==> src/rtl/piso_frame_serializer.sv <==
// Parallel-in serial-out frame serializer: accepts words over valid/ready,
// buffers one word, and shifts it out one bit per clock with frame strobes.
module piso_frame_serializer #(
    parameter int WIDTH     = 4,
    parameter bit LSB_FIRST = 1'b0
) (
    input  logic             clk,
    input  logic             rst,
    input  logic [WIDTH-1:0] din,
    input  logic             din_valid,
    output logic             din_ready,
    output logic             sout,
    output logic             sout_valid,
    output logic             frame_start,
    output logic             frame_last,
    output logic             busy
);

    localparam int CW = $clog2(WIDTH);
    localparam logic [CW-1:0] LAST = CW'(WIDTH - 1);

    typedef enum logic {
        IDLE,
        SHIFTING
    } state_t;

    state_t           state, state_nxt;
    logic [WIDTH-1:0] sreg, sreg_nxt;
    logic [WIDTH-1:0] hbuf, hbuf_nxt;
    logic [CW-1:0]    cnt, cnt_nxt;
    logic             hvalid, hvalid_nxt;

    logic             at_last;
    logic             accept;
    logic             load;
    logic [WIDTH-1:0] sreg_shifted;

    assign at_last = (cnt == LAST);
    // din_ready is !hvalid, so accept and load can never fire on the same edge.
    assign accept  = din_valid && !hvalid;
    assign load    = hvalid && ((state == IDLE) || at_last);

    assign sreg_shifted = LSB_FIRST ? {1'b0, sreg[WIDTH-1:1]}
                                    : {sreg[WIDTH-2:0], 1'b0};

    // NOTE: every next-state signal gets its hold value first, so no path
    // through this block leaves one unassigned and no latch is inferred.
    always_comb begin
        state_nxt  = state;
        sreg_nxt   = sreg;
        hbuf_nxt   = hbuf;
        cnt_nxt    = cnt;
        hvalid_nxt = hvalid;

        if (accept) begin
            hbuf_nxt   = din;
            hvalid_nxt = 1'b1;
        end

        case (state)
            IDLE: begin
                if (load) begin
                    sreg_nxt   = hbuf;
                    cnt_nxt    = '0;
                    hvalid_nxt = 1'b0;
                    state_nxt  = SHIFTING;
                end
            end
            SHIFTING: begin
                if (!at_last) begin
                    cnt_nxt  = cnt + CW'(1);
                    sreg_nxt = sreg_shifted;
                end else if (load) begin
                    sreg_nxt   = hbuf;
                    cnt_nxt    = '0;
                    hvalid_nxt = 1'b0;
                end else begin
                    cnt_nxt   = '0;
                    state_nxt = IDLE;
                end
            end
            default: begin
                state_nxt = IDLE;
                cnt_nxt   = '0;
            end
        endcase
    end

    // NOTE: sequential state uses non-blocking assignments so every register
    // samples the pre-edge values, independent of statement order.
    always_ff @(posedge clk or posedge rst) begin
        if (rst) begin
            state  <= IDLE;
            sreg   <= '0;
            hbuf   <= '0;
            cnt    <= '0;
            hvalid <= 1'b0;
        end else begin
            state  <= state_nxt;
            sreg   <= sreg_nxt;
            hbuf   <= hbuf_nxt;
            cnt    <= cnt_nxt;
            hvalid <= hvalid_nxt;
        end
    end

    assign sout_valid  = (state == SHIFTING);
    assign sout        = sout_valid & (LSB_FIRST ? sreg[0] : sreg[WIDTH-1]);
    assign frame_start = sout_valid & (cnt == '0);
    assign frame_last  = sout_valid & at_last;
    assign din_ready   = !hvalid;
    assign busy        = sout_valid | hvalid;

endmodule

==> config.mk <==
export PLATFORM = sky130hd
export DESIGN_NAME = piso_frame_serializer
export DESIGN_NICKNAME = d
export VERILOG_FILES = /design/src/rtl/piso_frame_serializer.sv
export SDC_FILE = /design/constraint.sdc
export NUM_CORES = 1
export LEC_CHECK = 0
export BUFFER_PORTS_ARGS = -buffer_cell sky130_fd_sc_hd__buf_2
export CORE_MARGIN = 2
export CORE_UTILIZATION = 41
export CTS_BUF_LIST = sky130_fd_sc_hd__clkbuf_4
export DETAILED_ROUTE_END_ITERATION = 6
export SYNTH_ARGS = -nofsm -noshare
export SYNTH_HDL_FRONTEND = slang
export SYNTH_SLANG_ARGS = --single-unit
==> constraint.sdc <==
create_clock -name clk -period 1.64 [get_ports clk]
set_clock_uncertainty 0.2 [all_clocks]
set_input_delay 0.492 -clock clk [delete_from_list [all_inputs] [get_ports clk]]
set_output_delay 0.492 -clock clk [all_outputs]
set_load 0.05 [all_outputs]
# Yosys cells after proc, flatten, opt, wreduce, memory -nomap -nowiden
# Cells that the tools add are included.
word_totals:
  reg_bits: 12
  latch_bits: 0
  mem_bits_rw: 0
  mem_bits_ro: 0
  in_bits: 7
  wordCells: 31
  memories: 0
classes:
  n_addsub: 1
  mul: 0
  div_mod_pow: 0
  order_cmp: 0
  eq_ne: 2
  n_shift: 0
  muxes: 13
  bitwise_logic: 5
  reduce_logical: 5
ops:
  columns: ["operator", "count"]
  rows:
  - ["4-bit 2-to-1 mux", 2]
  - ["4-bit one-hot mux with 2 select lines", 1]
  - ["1-bit 2-to-1 mux", 5]
  - ["2-bit 2-to-1 mux", 2]
  - ["1-bit one-hot mux with 2 select lines", 2]
  - ["2-bit one-hot mux with 2 select lines", 1]
  - ["1-bit AND", 3]
  - ["2-bit by 1-bit adder with 2-bit output (second input constant)", 1]
  - ["2-bit equality test (second input constant)", 1]
  - ["1-bit logical AND", 2]
  - ["2-bit zero test", 1]
  - ["2-bit != test (second input constant)", 1]
  - ["1-bit zero test", 1]
  - ["1-bit logical OR", 1]
  - ["1-bit inverter", 1]
  - ["1-bit OR", 1]

# Logic depth before layout (Yosys ltp)
logic_depth:
  word_depth: 6
  ltp_mapped: 4

# Worst setup path after synthesis
# Ideal clock, no wire load.
synth_path:
  path_type: "reg-to-output"
  startpoint: "reg state, in the netlist sout_valid"
  endpoint: "out frame_last"
  arrival_ns: 1.198
  required_ns: 0.948
  path_slack_ns: -0.250
  path_stages_with_launch: 2
  path_buffers: 0
  cell_sequence: "dfrtp_1 and2_1"
synth_between:
  elab_chain_len: 1
synth_lines:
  columns: ["item", "line", "rtl"]
  rows:
  - ["start: declaration", "27", "state_t state, state_nxt;"]
  - ["start signal: assignment", "99", "state <= state_nxt;"]
  - ["1-bit AND", "110", "assign frame_last = sout_valid & at_last;"]
  - ["end: declaration", "15", "output logic frame_last,"]
# No other way between the ends.

# Worst setup path in the final report
layout_path:
  startpoint: "reg cnt[1]"
  endpoint: "out frame_start"
layout_between:
  elab_chain_len: 2
layout_lines:
  columns: ["item", "line", "rtl"]
  rows:
  - ["start: declaration", "30", "logic [CW-1:0] cnt, cnt_nxt;"]
  - ["start signal: assignment", "102", "cnt <= cnt_nxt;"]
  - ["2-bit zero test", "109", "assign frame_start = sout_valid & (cnt == '0);"]
  - ["1-bit AND", "109", null]
  - ["end: declaration", "14", "output logic frame_start,"]
# No other way between the ends.

==> impl_metrics.ini <==
[worst_setup_path]
cp_cell_sequence = inv_2 > ha_4 > and2_4 > buf_8
crit_fanout = 2
crit_buf_inv = 2
cp.required_ns = 0.95
cpMaxStageDelayCell = dfrtp_1
crit_type = reg2out
end_kind = primary output
arrival_ns = 1.16
worstSetupStartpointType = register
critPathMaxStageDelay_ns = 0.40
crit_family = flip-flops

[cts]
root_buffer = clkbuf_4
cts.clk_slew.worst_paths_ns = 0.07
htreeDepth = 1
insertion_delay_ns = 0.27
clk_path_buf_depth = 2
cts_hold_buffers = 0
cts_tree = built
cts_num_sinks = 12
cts_buffers = 3

[yosys]
synth_top_area_share = 0.5229
syn_inst = 43
yosysSeqAreaShare = 0.5229
netlist_area_sq_um = 574.3
yosysWarnings = 0
yosys.area.top_type = dfrtp_1
yosys-top-cells-area = dfrtp_1 (52%), mux2_2 (14%), mux2_4 (7.8%), ha_1 (4.4%), mux2i_1 (3.5%)
ys_ff_latch = 12
ys_types = 16
synth_fp_nets = 52
postSynthAreaPerCell_sq_um = 13.36

[routing]
vias_per_cell = 4.699
drt_iter0_drc = 0
via_count = 390
firstDrtPassIters = 1
wl_per_cell_um = 13.37
drcViolationCount = 0
ant_nets = 0
wl_mm = 1.110

[grt]
antenna_found_initial = 0
grt_max_degree = 13
grt-ovfl-total = 0
grt_pass1_vias = 442
grt_first_pass_wirelength_mm = 1.952
gr-usage-all-layers = 0.1541

[timing]
post-route-period-util = 1.127
finalCriticalPeriod_ns = 1.849
relSlewSlack = 0.7061
setup_viol = 4
fin_ws_ns = -0.2089
rsz0062_at_grt = true
fmax_mhz = 540.9
worst_slew_pin_slew_ns = 0.4404
slew_viol_final = 0
final_hold_viol_count = 0

[die]
dieHeight_um = 41.43
die-area_sq_um = 1716
row_count = 13
die_x_um = 41.43
core_sq_um = 1301
num_io_pins = 13
start_util = 0.4413

[final_layout]
fin_nets = 78
layout_commonest_cell = dfrtp_1
syn2layout_area_growth_pct = 44.44
fin_cells = 83
drive_gt1_frac = 0.7206
final_cell_mix = dfrtp_1 (11), buf_4 (10), mux2_2 (7)
diodes = 0

[pwr]
sequentialPowerShare = 0.267
share_comb_of_total_power = 0.631
p_switching_mw = 0.7814
peakVddDrop_uv = 1055
p_int_mw = 1.229
clkPwrFrac = 0.102
swShare = 0.3887
power_density_nw_per_um2 = 2424
p_leak_nw = 0.4184
power_mw = 2.010

[run_status]
violations = negative setup slack
status = finished with violations

[worst_hold_path]
hold_class = in2async

[flow_run]
cap_violations = 0

[placement]
place.gp.congestion = 0.7379
place_inst = 72
io_buffer_count = 12
## cell usage after synthesis (all sizes together)
master / count
a21o: 1
and2: 3
buf: 1
dfrtp: 12
ha: 2
inv: 4
mux2: 10
mux2i: 2
nand2: 2
nand2b: 1
nor2: 1
nor2b: 2
o31ai: 1
or2: 1
## metal layers
layer,routed length [um],global-route usage,vias to the layer above
met3,41,0.04348,2
met2,635,0.2813,10
met4,8,0.09677,0
met5,0,0,-
li1,-,-,192
met1,423,0.1493,186
## power groups by stage
stage                     registers, mW  clock network [mW]  logic [mW]
after CTS                         0.535               0.212        1.23
after global placement            0.524                   0       0.884
final                             0.537               0.205        1.27
after detailed placement          0.537                   0       0.919
after floorplan                   0.545                   0       0.715
after global routing              0.555               0.231        1.34
## worst paths after layout
check,start,slack [ns],to,cells past startpoint
worst max-delay path,cnt[1],-0.21,frame_start,4
worst min-delay path,rst,0.009,hbuf[1],2
worst max register to register,cnt[1],0.05,sreg[2],5
worst min register to register,hbuf[0],0.31,hbuf[0],1
max in group asynchronous,rst,0.90,sout_valid,2
min in group clk,din[2],0.25,hbuf[2],2
## logic make-up (layout without fill, tap and decap cells)
logic type,count (synthesis),count (layout),synth area share
mux,12,12,0.2505
flops,12,12,0.5229
simple gates,10,10,0.1089
buf+inv,5,30,0.04574
fa+ha+maj,2,2,0.04357
compound gates,2,2,0.02833
## final cells by class
class | count | area [sq um]
clock buffer | 4 | 30.03
fill | 105 | 471.7
inverter | 4 | 15.01
multi-input combinational | 26 | 280.3
sequential | 12 | 301.5
tap | 15 | 18.77
timing repair buffer | 22 | 183.9
## metrics by stage
stage	area, sq um	utilization	setup TNS [ns]	setup slack (ns)	hold WS, ns
CTS	822.0	0.6317	-0.6715	-0.2125	0.01686
detailed placement	671.9	0.5163	-0.04175	-0.03029	0.2995
floorplan	581.8	-	0	0.03364	0.1566
global route	829.5	0.6375	-0.8460	-0.2591	0.03049
global placement	671.9	0.5163	0	0.01653	0.2914
finish	829.5	0.6375	-0.6741	-0.2089	0.009021
## timing repair
action	CTS	global route
buffers inserted	7	0
endpoints found under the setup margin	6	6
pin swaps	2	0
endpoints found under the hold margin	0	0
resized for setup	23	3
## flip-flops by register name, summed over array words and instances, names as in the netlist
signal / flops
hvalid: 1
sout_valid: 1
sreg: 4
cnt: 2
hbuf: 4
No activity file was read; power rests on OpenSTA's default activity.
